==> config.mk <==
export PLATFORM = sky130hd
export DESIGN_NAME = aud_pwm_seq
export DESIGN_NICKNAME = d
export VERILOG_FILES = /design/src/rtl/aud_pwm_seq.sv
export SDC_FILE = /design/constraint.sdc
export NUM_CORES = 1
export LEC_CHECK = 0
export CAP_MARGIN = 0
export CELL_PAD_IN_SITES_DETAIL_PLACEMENT = 1
export CELL_PAD_IN_SITES_GLOBAL_PLACEMENT = 1
export CORE_MARGIN = 4
export CORE_UTILIZATION = 50
export DETAILED_ROUTE_END_ITERATION = 12
export PLACE_DENSITY = 0.93
export RECOVER_POWER = 50
export SLEW_MARGIN = 0
export SYNTH_ARGS = -nofsm -noshare
export SYNTH_HDL_FRONTEND = slang
export SYNTH_SLANG_ARGS = --single-unit
==> constraint.sdc <==
create_clock -name pclk_i -period 5.1 [get_ports pclk_i]
set_input_delay 1.53 -clock pclk_i [delete_from_list [all_inputs] [get_ports pclk_i]]
set_output_delay 1.53 -clock pclk_i [all_outputs]
set_load 0.02 [all_outputs]
==> src/rtl/aud_pwm_seq.sv <==
// aud_pwm_seq: buffers audio samples in a small FIFO, paces them out at a
// programmable sample period and feeds duty values plus a load strobe to the
// PWM modulator, whose reset is gated by the sequencing state machine.
//
// state | meaning
// IDLE  | stopped, PWM core held in reset, pushes accepted for preload
// PRIME | divider latched, waiting for FIFO occupancy to reach the threshold
// PLAY  | one pop per tick, a tick on an empty FIFO counts an underrun
// DRAIN | playing out what is left, a tick on an empty FIFO returns to IDLE
module aud_pwm_seq #(
  parameter int SAMPLE_W   = 8,
  parameter int FIFO_DEPTH = 8,
  parameter int DIV_W      = 16,
  parameter int LVL_W      = $clog2(FIFO_DEPTH) + 1
) (
  input  logic                pclk_i,
  input  logic                presetn_i,
  input  logic                enable_i,
  input  logic                soft_rst_i,
  input  logic [DIV_W-1:0]    div_i,
  input  logic [LVL_W-1:0]    prime_lvl_i,
  input  logic                s_valid_i,
  input  logic [SAMPLE_W-1:0] s_data_i,
  output logic                s_ready_o,
  output logic [SAMPLE_W-1:0] duty_o,
  output logic                duty_load_o,
  output logic                pwm_rstn_o,
  output logic [1:0]          state_o,
  output logic [LVL_W-1:0]    level_o,
  output logic                underrun_o,
  output logic [15:0]         underrun_cnt_o
);

  localparam int PTR_W = $clog2(FIFO_DEPTH);
  localparam logic [LVL_W-1:0] LVL_FULL = LVL_W'(FIFO_DEPTH);

  typedef enum logic [1:0] {
    ST_IDLE  = 2'd0,
    ST_PRIME = 2'd1,
    ST_PLAY  = 2'd2,
    ST_DRAIN = 2'd3
  } state_t;

  state_t              state_q;
  logic [SAMPLE_W-1:0] mem_q [FIFO_DEPTH];
  logic [PTR_W-1:0]    wr_ptr_q, rd_ptr_q;
  logic [LVL_W-1:0]    level_q, level_d;
  logic [LVL_W-1:0]    prime_thr;
  logic [DIV_W-1:0]    div_q;
  logic [DIV_W-1:0]    cnt_q, cnt_d;
  logic [SAMPLE_W-1:0] duty_q;
  logic                duty_load_q;
  logic                pwm_rstn_q;
  logic                underrun_q;
  logic [15:0]         underrun_cnt_q;

  logic push, pop, tick, fifo_empty, running;

  // s_ready deliberately ignores a same-cycle pop to keep the path short
  assign s_ready_o  = (level_q != LVL_FULL) && !soft_rst_i;
  assign push       = s_valid_i && s_ready_o;
  assign fifo_empty = (level_q == '0);
  assign running    = (state_q == ST_PLAY) || (state_q == ST_DRAIN);
  // pacing timer is a down-counter reloaded with the latched divider,
  // so terminal count 0 marks the sample tick
  assign tick       = running && (cnt_q == '0);
  assign pop        = tick && !fifo_empty;
  assign prime_thr  = (prime_lvl_i == '0) ? LVL_W'(1) : prime_lvl_i;

  // Next occupancy and next pacing count
  always_comb begin
    level_d = level_q;
    if (push && !pop) begin
      level_d = level_q + LVL_W'(1);
    end else if (pop && !push) begin
      level_d = level_q - LVL_W'(1);
    end
    cnt_d = tick ? div_q : (cnt_q - DIV_W'(1));
  end

  // Sample storage; occupancy tracks validity so the array needs no reset
  always_ff @(posedge pclk_i) begin
    if (push) begin
      mem_q[wr_ptr_q] <= s_data_i;
    end
  end

  // Sequencer FSM with FIFO pointers, pacing counter and registered outputs
  always_ff @(posedge pclk_i or negedge presetn_i) begin
    if (!presetn_i) begin
      state_q        <= ST_IDLE;
      wr_ptr_q       <= '0;
      rd_ptr_q       <= '0;
      level_q        <= '0;
      div_q          <= '0;
      cnt_q          <= '0;
      duty_q         <= '0;
      duty_load_q    <= 1'b0;
      pwm_rstn_q     <= 1'b0;
      underrun_q     <= 1'b0;
      underrun_cnt_q <= '0;
    end else if (soft_rst_i) begin
      state_q        <= ST_IDLE;
      wr_ptr_q       <= '0;
      rd_ptr_q       <= '0;
      level_q        <= '0;
      div_q          <= '0;
      cnt_q          <= '0;
      duty_q         <= '0;
      duty_load_q    <= 1'b0;
      pwm_rstn_q     <= 1'b0;
      underrun_q     <= 1'b0;
      underrun_cnt_q <= '0;
    end else begin
      level_q     <= level_d;
      duty_load_q <= pop;
      if (push) begin
        wr_ptr_q <= wr_ptr_q + PTR_W'(1);
      end
      if (pop) begin
        rd_ptr_q <= rd_ptr_q + PTR_W'(1);
        duty_q   <= mem_q[rd_ptr_q];
      end
      case (state_q)
        ST_IDLE: begin
          if (enable_i) begin
            state_q <= ST_PRIME;
            div_q   <= div_i;
          end
        end
        ST_PRIME: begin
          if (!enable_i) begin
            state_q <= ST_IDLE;
          end else if (level_q >= prime_thr) begin
            state_q    <= ST_PLAY;
            pwm_rstn_q <= 1'b1;
            cnt_q      <= div_q;
          end
        end
        ST_PLAY: begin
          cnt_q <= cnt_d;
          if (tick && fifo_empty) begin
            underrun_q <= 1'b1;
            if (underrun_cnt_q != 16'hFFFF) begin
              underrun_cnt_q <= underrun_cnt_q + 16'd1;
            end
          end
          if (!enable_i) begin
            state_q <= ST_DRAIN;
          end
        end
        ST_DRAIN: begin
          cnt_q <= cnt_d;
          // running dry wins over a re-enable on the same cycle
          if (tick && fifo_empty) begin
            state_q    <= ST_IDLE;
            pwm_rstn_q <= 1'b0;
          end else if (enable_i) begin
            state_q <= ST_PLAY;
          end
        end
        default: state_q <= ST_IDLE;
      endcase
    end
  end

  assign state_o        = state_q;
  assign level_o        = level_q;
  assign duty_o         = duty_q;
  assign duty_load_o    = duty_load_q;
  assign pwm_rstn_o     = pwm_rstn_q;
  assign underrun_o     = underrun_q;
  assign underrun_cnt_o = underrun_cnt_q;

endmodule

==> flow_summary.json, run 1 <==
{
  "htreeDepth": 4,
  "initial_core_util": 0.5194,
  "fin_total_pwr_mw": 2.741,
  "max_cap_violations": 1,
  "synth_area_per_cell_um2": 12.27,
  "drt.antenna.violating_nets": 0,
  "critPathMaxFanout": 7,
  "postLayoutCellArea_um2": 7764,
  "vias": 4856,
  "hold_path.class": "reg2reg",
  "cts_buffers": 17,
  "tightest_slew_ns": 1.870,
  "cts_tree": "yes",
  "die_y_um": 120.6,
  "worstHoldStart": "div_q[8]",
  "required_ns": 3.57,
  "layout_common_cells": "dfrtp_1 (71), edfxtp_1 (64), clkdlybuf4s50_1 (53)",
  "switching_share": 0.2421,
  "p_int_mw": 2.077,
  "port_buffers": 66,
  "arrival_ns": 2.35,
  "cts_buffer_depth": 2,
  "holdPathEnd": "div_q[8]",
  "cts_resized": 0,
  "grt_max_degree": 72,
  "syn-num-nets": 562,
  "root_buffer": "clkbuf_16",
  "dieArea_um2": 14550,
  "drt_iter0_drc": 397,
  "vias_per_cell": 6.356,
  "grt_overflow": 0,
  "hpwl_um": 11600,
  "fillers": 1222,
  "finalSetupTns_ns": 0,
  "fmax_mhz": 257.7,
  "regToRegEndpoint": "underrun_cnt_o[7]",
  "clock_sinks": 135,
  "pwr-share-seq": 0.438,
  "yosysWarnings": 0,
  "r2r_cells": 7,
  "synth-async-reset-ratio": 0.5259,
  "n_antenna_cell": 0,
  "globalRouteTotalUtil": 0.2720,
  "maxSlewViolCount": 72,
  "finalNetCount": 628,
  "status": "finished, violations left",
  "syn_area_um2": 6342,
  "area_delta_synth_final_pct": 22.41,
  "antenna_found_initial": 0,
  "skew_ns": 0.009553,
  "syn_inst": 517,
  "violations": "max-capacitance violations, max-slew violations",
  "finalNonFillerCells": 764,
  "p_clk_frac": 0.467,
  "setup_ws_ns": 1.219,
  "drcViolationCount": 0,
  "reg2reg_slack_ns": 1.75,
  "totalWireLength_um": 18820,
  "power_switching_uw": 663.6,
  "core_area_um2": 12210,
  "fin_hold_ws_ns": 0.5084,
  "synth-edff-count": 64,
  "power_density_nw_per_um2": 353.0,
  "seq_area_um2": 3699,
  "ios": 67,
  "worstSetupPathType": "reg2out",
  "dp_cells": 732,
  "synth-seq-cells": 135,
  "vdd_drop_max_mv": 0.2735,
  "relSlewSlack": -0.2467,
  "setup_viol": 0,
  "chipWidth_um": 120.6,
  "power_frac_comb": 0.095,
  "final_core_utilization": 0.6358,
  "end_kind": "output pin",
  "ys_seq_area_frac": 0.5832,
  "grt_pass1_vias": 5313,
  "rows": 40,
  "clk_transition_reported_paths_ns": 0.06,
  "grt_pass1_wl_um": 30130,
  "dpl_cell_area_um2": 7164,
  "drive_above_1_share": 0.1107,
  "layout_commonest_cell": "dfrtp_1",
  "synth_ff_type": "dfrtp_1",
  "place_ws_ns": 1.149,
  "dr.pass1.iters": 4,
  "rsz0062_at_grt": "false",
  "p_leak_nw": 2.872,
  "multi_input_area_um2": 2459,
  "post_cts_buffers": 0,
  "gp_congestion": 0.8216,
  "cp-start-kind": "flop",
  "clock_latency_ns": 0.43,
  "finalCritPeriodShare": 0.7610,
  "wl_per_cell_um": 24.64,
  "r2r_start": "cnt_q[0]",
  "period_minus_slack_ns": 3.881,
  "whs_path_depth": 1,
  "hold_viol_final": 0,
  "hold_buffers": 0,
  "ys_types": 57
}
==> layout make-up <==
cell class | count | share of cell area
Clock buffer | 22 | 0.05995
Timing Repair Buffer | 76 | 0.09299
Tap cell | 168 | 0.02707
Sequential cell | 135 | 0.4764
Clock inverter | 10 | 0.01869
Inverter | 17 | 0.008219
Multi-Input combinational cell | 336 | 0.3167
==> state kept, by name, indices dropped and copies added, names as in the netlist <==
| name | flops |
|---|---|
| cnt_q | 16 |
| div_q | 16 |
| duty_load_o | 1 |
| duty_o | 8 |
| level_o | 4 |
| mem_q | 64 |
| pwm_rstn_o | 1 |
| rd_ptr_q | 3 |
| state_o | 2 |
| underrun_cnt_o | 16 |
| underrun_o | 1 |
| wr_ptr_q | 3 |
==> synth_stat cells, types with 3 or more instances <==
| library cell | count | share of area |
|---|---|---|
| dfrtp_1 | 71 | 0.28 |
| nand2b_1 | 8 | 0.0079 |
| and3_1 | 3 | 0.0030 |
| clkbuf_1 | 21 | 0.012 |
| nor2b_1 | 10 | 0.0099 |
| nor3_1 | 21 | 0.017 |
| nand3_1 | 10 | 0.0079 |
| buf_1 | 3 | 0.0018 |
| xnor2_1 | 3 | 0.0041 |
| a32oi_1 | 3 | 0.0041 |
| ha_1 | 11 | 0.022 |
| or4_1 | 18 | 0.021 |
| inv_1 | 16 | 0.0095 |
| a22o_1 | 16 | 0.022 |
| a21oi_1 | 21 | 0.017 |
| nand3b_1 | 6 | 0.0071 |
| buf_2 | 4 | 0.0032 |
| edfxtp_1 | 64 | 0.30 |
| mux2i_1 | 11 | 0.017 |
| and2_1 | 3 | 0.0030 |
| o21ai_0 | 26 | 0.021 |
| a21o_1 | 3 | 0.0036 |
| o31ai_1 | 15 | 0.018 |
| a211oi_1 | 14 | 0.017 |
| nand4_1 | 5 | 0.0049 |
| nor3b_1 | 6 | 0.0071 |
| nand2_1 | 19 | 0.011 |
| mux4_2 | 16 | 0.057 |
| a31oi_1 | 9 | 0.0089 |
| nor2_1 | 35 | 0.021 |
| nor4_1 | 5 | 0.0049 |
| or3_1 | 8 | 0.0079 |
==> worst max-delay path by stage <==
| stage | from | depth (start not counted) | slack [ns] | end |
|---|---|---|---|---|
| detailed placement | soft_rst_i | 10 | 1.15 | level_o[3] |
| CTS | level_o[1] | 3 | 1.19 | s_ready_o |
| floorplan | soft_rst_i | 3 | 1.34 | s_ready_o |
| global route | level_o[1] | 3 | 1.16 | s_ready_o |
| global placement | soft_rst_i | 3 | 1.23 | s_ready_o |
| finish | level_o[1] | 3 | 1.22 | s_ready_o |
==> logic make-up after synthesis <==
group / share of synthesized area
AO/OA/AOI/OAI: 0.1265
flip-flops: 0.5832
AND/OR/NAND/NOR: 0.1517
adder cells (fa/ha/maj): 0.02486
buffers and inverters: 0.02920
multiplexers: 0.07773
XOR/XNOR: 0.006906
==> critical path, cell delays in order (launching register included) <==
cell	delay, ns
dfrtp_1	0.47
or4b_2	0.76
nor2b_1	0.17
clkdlybuf4s50_1	0.53
==> power by group through the flow <==
stage | combinational [mW] | sequential, mW | clock, mW
2_1_floorplan | 0.145 | 1.21 | 0
3_3_place_gp | 0.242 | 1.22 | 0
3_5_place_dp | 0.258 | 1.22 | 0
4_1_cts | 0.265 | 1.20 | 1.29
5_1_grt | 0.286 | 1.20 | 1.34
6_report | 0.261 | 1.20 | 1.28
==> layer usage <==
layer / share of wire / up-vias / global-route usage
met1: 0.38 / 2490 / 0.3201
li1: - / 2132 / -
met5: 0 / - / 0
met3: 0.052 / 50 / 0.06361
met4: 0.037 / 0 / 0.1211
met2: 0.53 / 184 / 0.4740
Power figures use the tool's default switching activity.
==> inputs of run 2 (changes only) <==
CORE_UTILIZATION = 46   (was 50)
PLACE_DENSITY = 0.87   (was 0.93)
clock period = 3.6 ns   (was 5.1 ns; I/O delays follow)
==> flow_summary.json, run 2 (synthesis results as in run 1) <==
{
  "status": "complete, no violations",
  "arrival_ns": 2.38,
  "dp_cells": 751,
  "dpl_cell_area_um2": 7254,
  "setup_ws_ns": 0.1412,
  "drcViolationCount": 0,
  "dr.pass1.iters": 5,
  "initial_core_util": 0.4752,
  "vias_per_cell": 6.184,
  "layout_commonest_cell": "dfrtp_1",
  "vias": 4848,
  "clock_latency_ns": 0.43,
  "critPathTopFamily": "simple AND/OR/NAND/NOR gates",
  "grt_pass1_vias": 5269,
  "skew_ns": 0.008159,
  "gp_congestion": 0.8659,
  "critPathSlowestCell": "or4b_2",
  "final_core_utilization": 0.5863,
  "antenna_found_initial": 0,
  "fmax_mhz": 289.1,
  "regMostFlops": "mem_q",
  "worstHoldStart": "div_q[10]",
  "hold_viol_final": 0,
  "drt_iter0_drc": 409,
  "power_density_nw_per_um2": 485.0,
  "required_ns": 2.52,
  "reg2reg_slack_ns": 0.39,
  "clk_transition_reported_paths_ns": 0.06,
  "crit_chain": "or4b_2 -> nor2b_1 -> clkdlybuf4s50_1",
  "post_cts_buffers": 0,
  "whs_path_depth": 1,
  "cpPeakStageDelay_ns": 0.76,
  "wl_met3_um": 724,
  "dieArea_um2": 15730,
  "clock_sinks": 135,
  "period_minus_slack_ns": 3.459,
  "tightest_slew_ns": 1.417,
  "port_buffers": 66,
  "hold_path.class": "reg2reg",
  "ios": 67,
  "n_antenna_cell": 0,
  "maxSlewViolCount": 0,
  "vdd_drop_max_mv": 0.3555,
  "finalNonFillerCells": 784,
  "root_buffer": "clkbuf_16",
  "finalNetCount": 640,
  "postLayoutCellArea_um2": 7826,
  "grt_pass1_wl_um": 29040,
  "end_kind": "output pin",
  "rsz0062_at_grt": "false",
  "cts_buffers": 17,
  "fin_hold_ws_ns": 0.5018,
  "critPathMaxFanout": 7,
  "relSlewSlack": 0.05561,
  "setup_viol": 0,
  "core_area_um2": 13350,
  "globalRouteTotalUtil": 0.2348,
  "cts_buffer_depth": 2,
  "htreeDepth": 4,
  "rows": 42,
  "finalSetupTns_ns": 0,
  "r2r_cells": 10,
  "max_cap_violations": 0,
  "cts_resized": 0,
  "path_buf_inv": 1,
  "grt_overflow": 0,
  "chipWidth_um": 125.4,
  "cts_tree": "yes",
  "totalWireLength_um": 17620,
  "area_delta_synth_final_pct": 23.40,
  "drive_above_1_share": 0.1234,
  "largest_register_ffs": 64,
  "dr.max_layer_used": "met4",
  "drt-met1-wl_um": 7070,
  "finalCritPeriodShare": 0.9608,
  "dr_wl_met2_um": 9340,
  "wl_per_cell_um": 22.48,
  "holdPathEnd": "div_q[10]",
  "drt.antenna.violating_nets": 0,
  "worstSetupPathType": "reg2out",
  "hpwl_um": 11460,
  "fin_total_pwr_mw": 3.795,
  "regToRegEndpoint": "level_o[3]",
  "die_y_um": 125.4,
  "grt_max_degree": 53,
  "r2r_start": "cnt_q[0]",
  "p_leak_nw": 2.904,
  "layout_common_cells": "dfrtp_1 (71), edfxtp_1 (64), clkdlybuf4s50_1 (55)",
  "place_ws_ns": 0.1453,
  "hold_buffers": 0,
  "cp-start-kind": "flop"
}
## run 2: cell types whose count changed in the layout (fill, tap and decap cells not counted), moves of 2 or more
cell | before | now
buf_4 | 9 | 17
clkbuf_1 | 5 | 8
clkbuf_8 | 0 | 2
clkdlybuf4s50_1 | 53 | 55
dlygate4sd3_1 | 11 | 9
## run 2: worst max-delay path by stage
stage | startpoint | end | slack (ns) | cells after the start
after global placement | s_valid_i | level_o[3] | 0.28 | 9
after detailed placement | s_valid_i | level_o[3] | 0.15 | 9
final | level_o[1] | s_ready_o | 0.14 | 3
after floorplan | cnt_q[0] | level_o[3] | 0.64 | 10
after CTS | level_o[1] | s_ready_o | 0.13 | 3
after global routing | level_o[1] | s_ready_o | 0.08 | 3
## run 2: area by class of cell
type,instances,area [µm²]
flip-flops and latches,135,3699
clock buffers,21,460.4
well taps,176,220.2
inverters,17,63.81
repair buffers,88,795.8
clock inverters,11,123.9
fillers,1356,5522
multi-input cells,336,2464
## run 2: metal layers
metal / vias to the layer above / track usage
met5: - / 0
met4: 0 / 0.09375
met3: 44 / 0.05245
met2: 140 / 0.4100
met1: 2507 / 0.2822
li1: 2157 / -
## run 2: report_power, final
group	leakage [nW]	total (mW)	switching, mW	internal [mW]
registers	1.56	1.70	0.0379	1.66
logic	1.07	0.371	0.219	0.152
clock network	0.281	1.73	0.671	1.06
total	2.90	3.80	0.928	2.87
==> inputs of run 3 (changes only) <==
PLACE_DENSITY = default   (was 0.87)
PLACE_DENSITY_LB_ADDON = 0.2   (was default)
==> flow_summary.json, run 3 (synthesis results as in run 1) <==
{
  "status": "finished, violations left",
  "violations": "max-capacitance violations, max-slew violations",
  "totalWireLength_um": 16800,
  "worstHoldStart": "div_q[8]",
  "postLayoutCellArea_um2": 7840,
  "vias": 4736,
  "cts_buffers": 17,
  "grt_pass1_wl_um": 27180,
  "largest_register_ffs": 64,
  "port_buffers": 66,
  "layout_commonest_cell": "dfrtp_1",
  "cp-start-kind": "flop",
  "end_kind": "output pin",
  "fin_total_pwr_mw": 3.773,
  "regMostFlops": "mem_q",
  "power_frac_comb": 0.100,
  "period_minus_slack_ns": 3.408,
  "max_cap_violations": 1,
  "rsz0062_at_grt": "false",
  "layout_common_cells": "dfrtp_1 (71), edfxtp_1 (64), clkdlybuf4s50_1 (55)",
  "regToRegEndpoint": "level_o[3]",
  "antenna_found_initial": 0,
  "area_delta_synth_final_pct": 23.61,
  "clock_sinks": 135,
  "wl_per_cell_um": 21.42,
  "cpPeakStageDelay_ns": 0.74,
  "r2r_cells": 10,
  "gp_congestion": 0.8112,
  "globalRouteTotalUtil": 0.2199,
  "maxSlewViolCount": 72,
  "clk_transition_reported_paths_ns": 0.06,
  "grt_max_degree": 72,
  "finalNonFillerCells": 784,
  "ios": 67,
  "hpwl_um": 10950,
  "relSlewSlack": -0.2954,
  "fin_hold_ws_ns": 0.5063,
  "arrival_ns": 2.33,
  "reg2reg_slack_ns": 0.44,
  "dieArea_um2": 15730,
  "drt.antenna.violating_nets": 0,
  "vias_per_cell": 6.041,
  "pwr-share-seq": 0.449,
  "critPathSlowestCell": "or4b_2",
  "p_clk_frac": 0.451,
  "critPathMaxFanout": 7,
  "root_buffer": "clkbuf_16",
  "setup_ws_ns": 0.1923,
  "finalSetupTns_ns": 0,
  "dr.max_layer_used": "met4",
  "dp_cells": 751,
  "dpl_cell_area_um2": 7257,
  "required_ns": 2.52,
  "drt_iter0_drc": 294,
  "power_density_nw_per_um2": 481.2,
  "r2r_start": "cnt_q[0]",
  "holdPathEnd": "div_q[8]",
  "grt_overflow": 0,
  "crit_chain": "or4b_2 -> nor2b_1 -> clkdlybuf4s50_1",
  "vdd_drop_max_mv": 0.4239,
  "finalCritPeriodShare": 0.9466,
  "final_core_utilization": 0.5874,
  "chipWidth_um": 125.4,
  "cts_tree": "yes",
  "cts_resized": 0,
  "hold_path.class": "reg2reg",
  "die_y_um": 125.4,
  "n_antenna_cell": 0,
  "p_leak_nw": 2.921,
  "rows": 42,
  "htreeDepth": 4,
  "drive_above_1_share": 0.1349,
  "cts_buffer_depth": 2,
  "drcViolationCount": 0,
  "tightest_slew_ns": 1.943,
  "grt_pass1_vias": 5017,
  "hold_buffers": 0,
  "drt-met1-wl_um": 6806,
  "setup_viol": 0,
  "switching_share": 0.2598,
  "wl_met3_um": 613,
  "power_switching_uw": 980.0,
  "whs_path_depth": 1,
  "initial_core_util": 0.4752,
  "clock_latency_ns": 0.42,
  "p_int_mw": 2.793,
  "worstSetupPathType": "reg2out",
  "place_ws_ns": 0.2116,
  "fmax_mhz": 293.5,
  "hold_viol_final": 0,
  "dr.pass1.iters": 4,
  "core_area_um2": 13350,
  "finalNetCount": 640,
  "skew_ns": 0.009375,
  "post_cts_buffers": 0,
  "dr_wl_met2_um": 9163
}
run 3: cell count changes in the layout (fill, tap and decap cells not counted):
cell       previous run  this run
clkbuf_2              1         2
buf_4                17        19
clkinv_1              2         1
inv_6                 2         5
clkinv_2              2         1
clkbuf_1              8         2
buf_6                 0         1
inv_8                 0         4
bufinv_16             2         1
clkbuf_8              2         0
run 3: layout make-up:
class | instances | area (µm²)
Sequential cell | 135 | 3699
Clock buffer | 17 | 425.4
Clock inverter | 15 | 156.4
Timing Repair Buffer | 88 | 812.0
Multi-Input combinational cell | 336 | 2464
Fill cell | 1385 | 5508
Inverter | 17 | 63.81
Tap cell | 176 | 220.2
run 3: how the worst max path moves through the flow:
| stage | from | endpoint | slack (ns) |
|---|---|---|---|
| floorplan | cnt_q[0] | level_o[3] | 0.64 |
| global placement | s_valid_i | level_o[3] | 0.29 |
| detailed placement | s_valid_i | level_o[3] | 0.21 |
| CTS | level_o[1] | s_ready_o | 0.18 |
| global route | level_o[1] | s_ready_o | 0.10 |
| finish | level_o[1] | s_ready_o | 0.19 |
run 3: power by group through the flow:
stage	Sequential, mW	Clock [mW]	Combinational, mW
6_report	1.69	1.70	0.376
3_3_place_gp	1.72	0	0.359
5_1_grt	1.70	1.83	0.412
2_1_floorplan	1.72	0	0.205
3_5_place_dp	1.72	0	0.375
4_1_cts	1.69	1.74	0.380
run 3: metal layers:
metal  GRT usage  up-vias
li1            -     2156
met1      0.2694     2457
met2      0.3927      107
met3     0.04947       16
met4     0.05740        0
met5           0        -
run 3: critical path, delay by kind of cell (launching register included):
family	cells	cell delay, ns
buffers and inverters	1	0.53
DFF	1	0.46
and+or+nand+nor	2	0.90
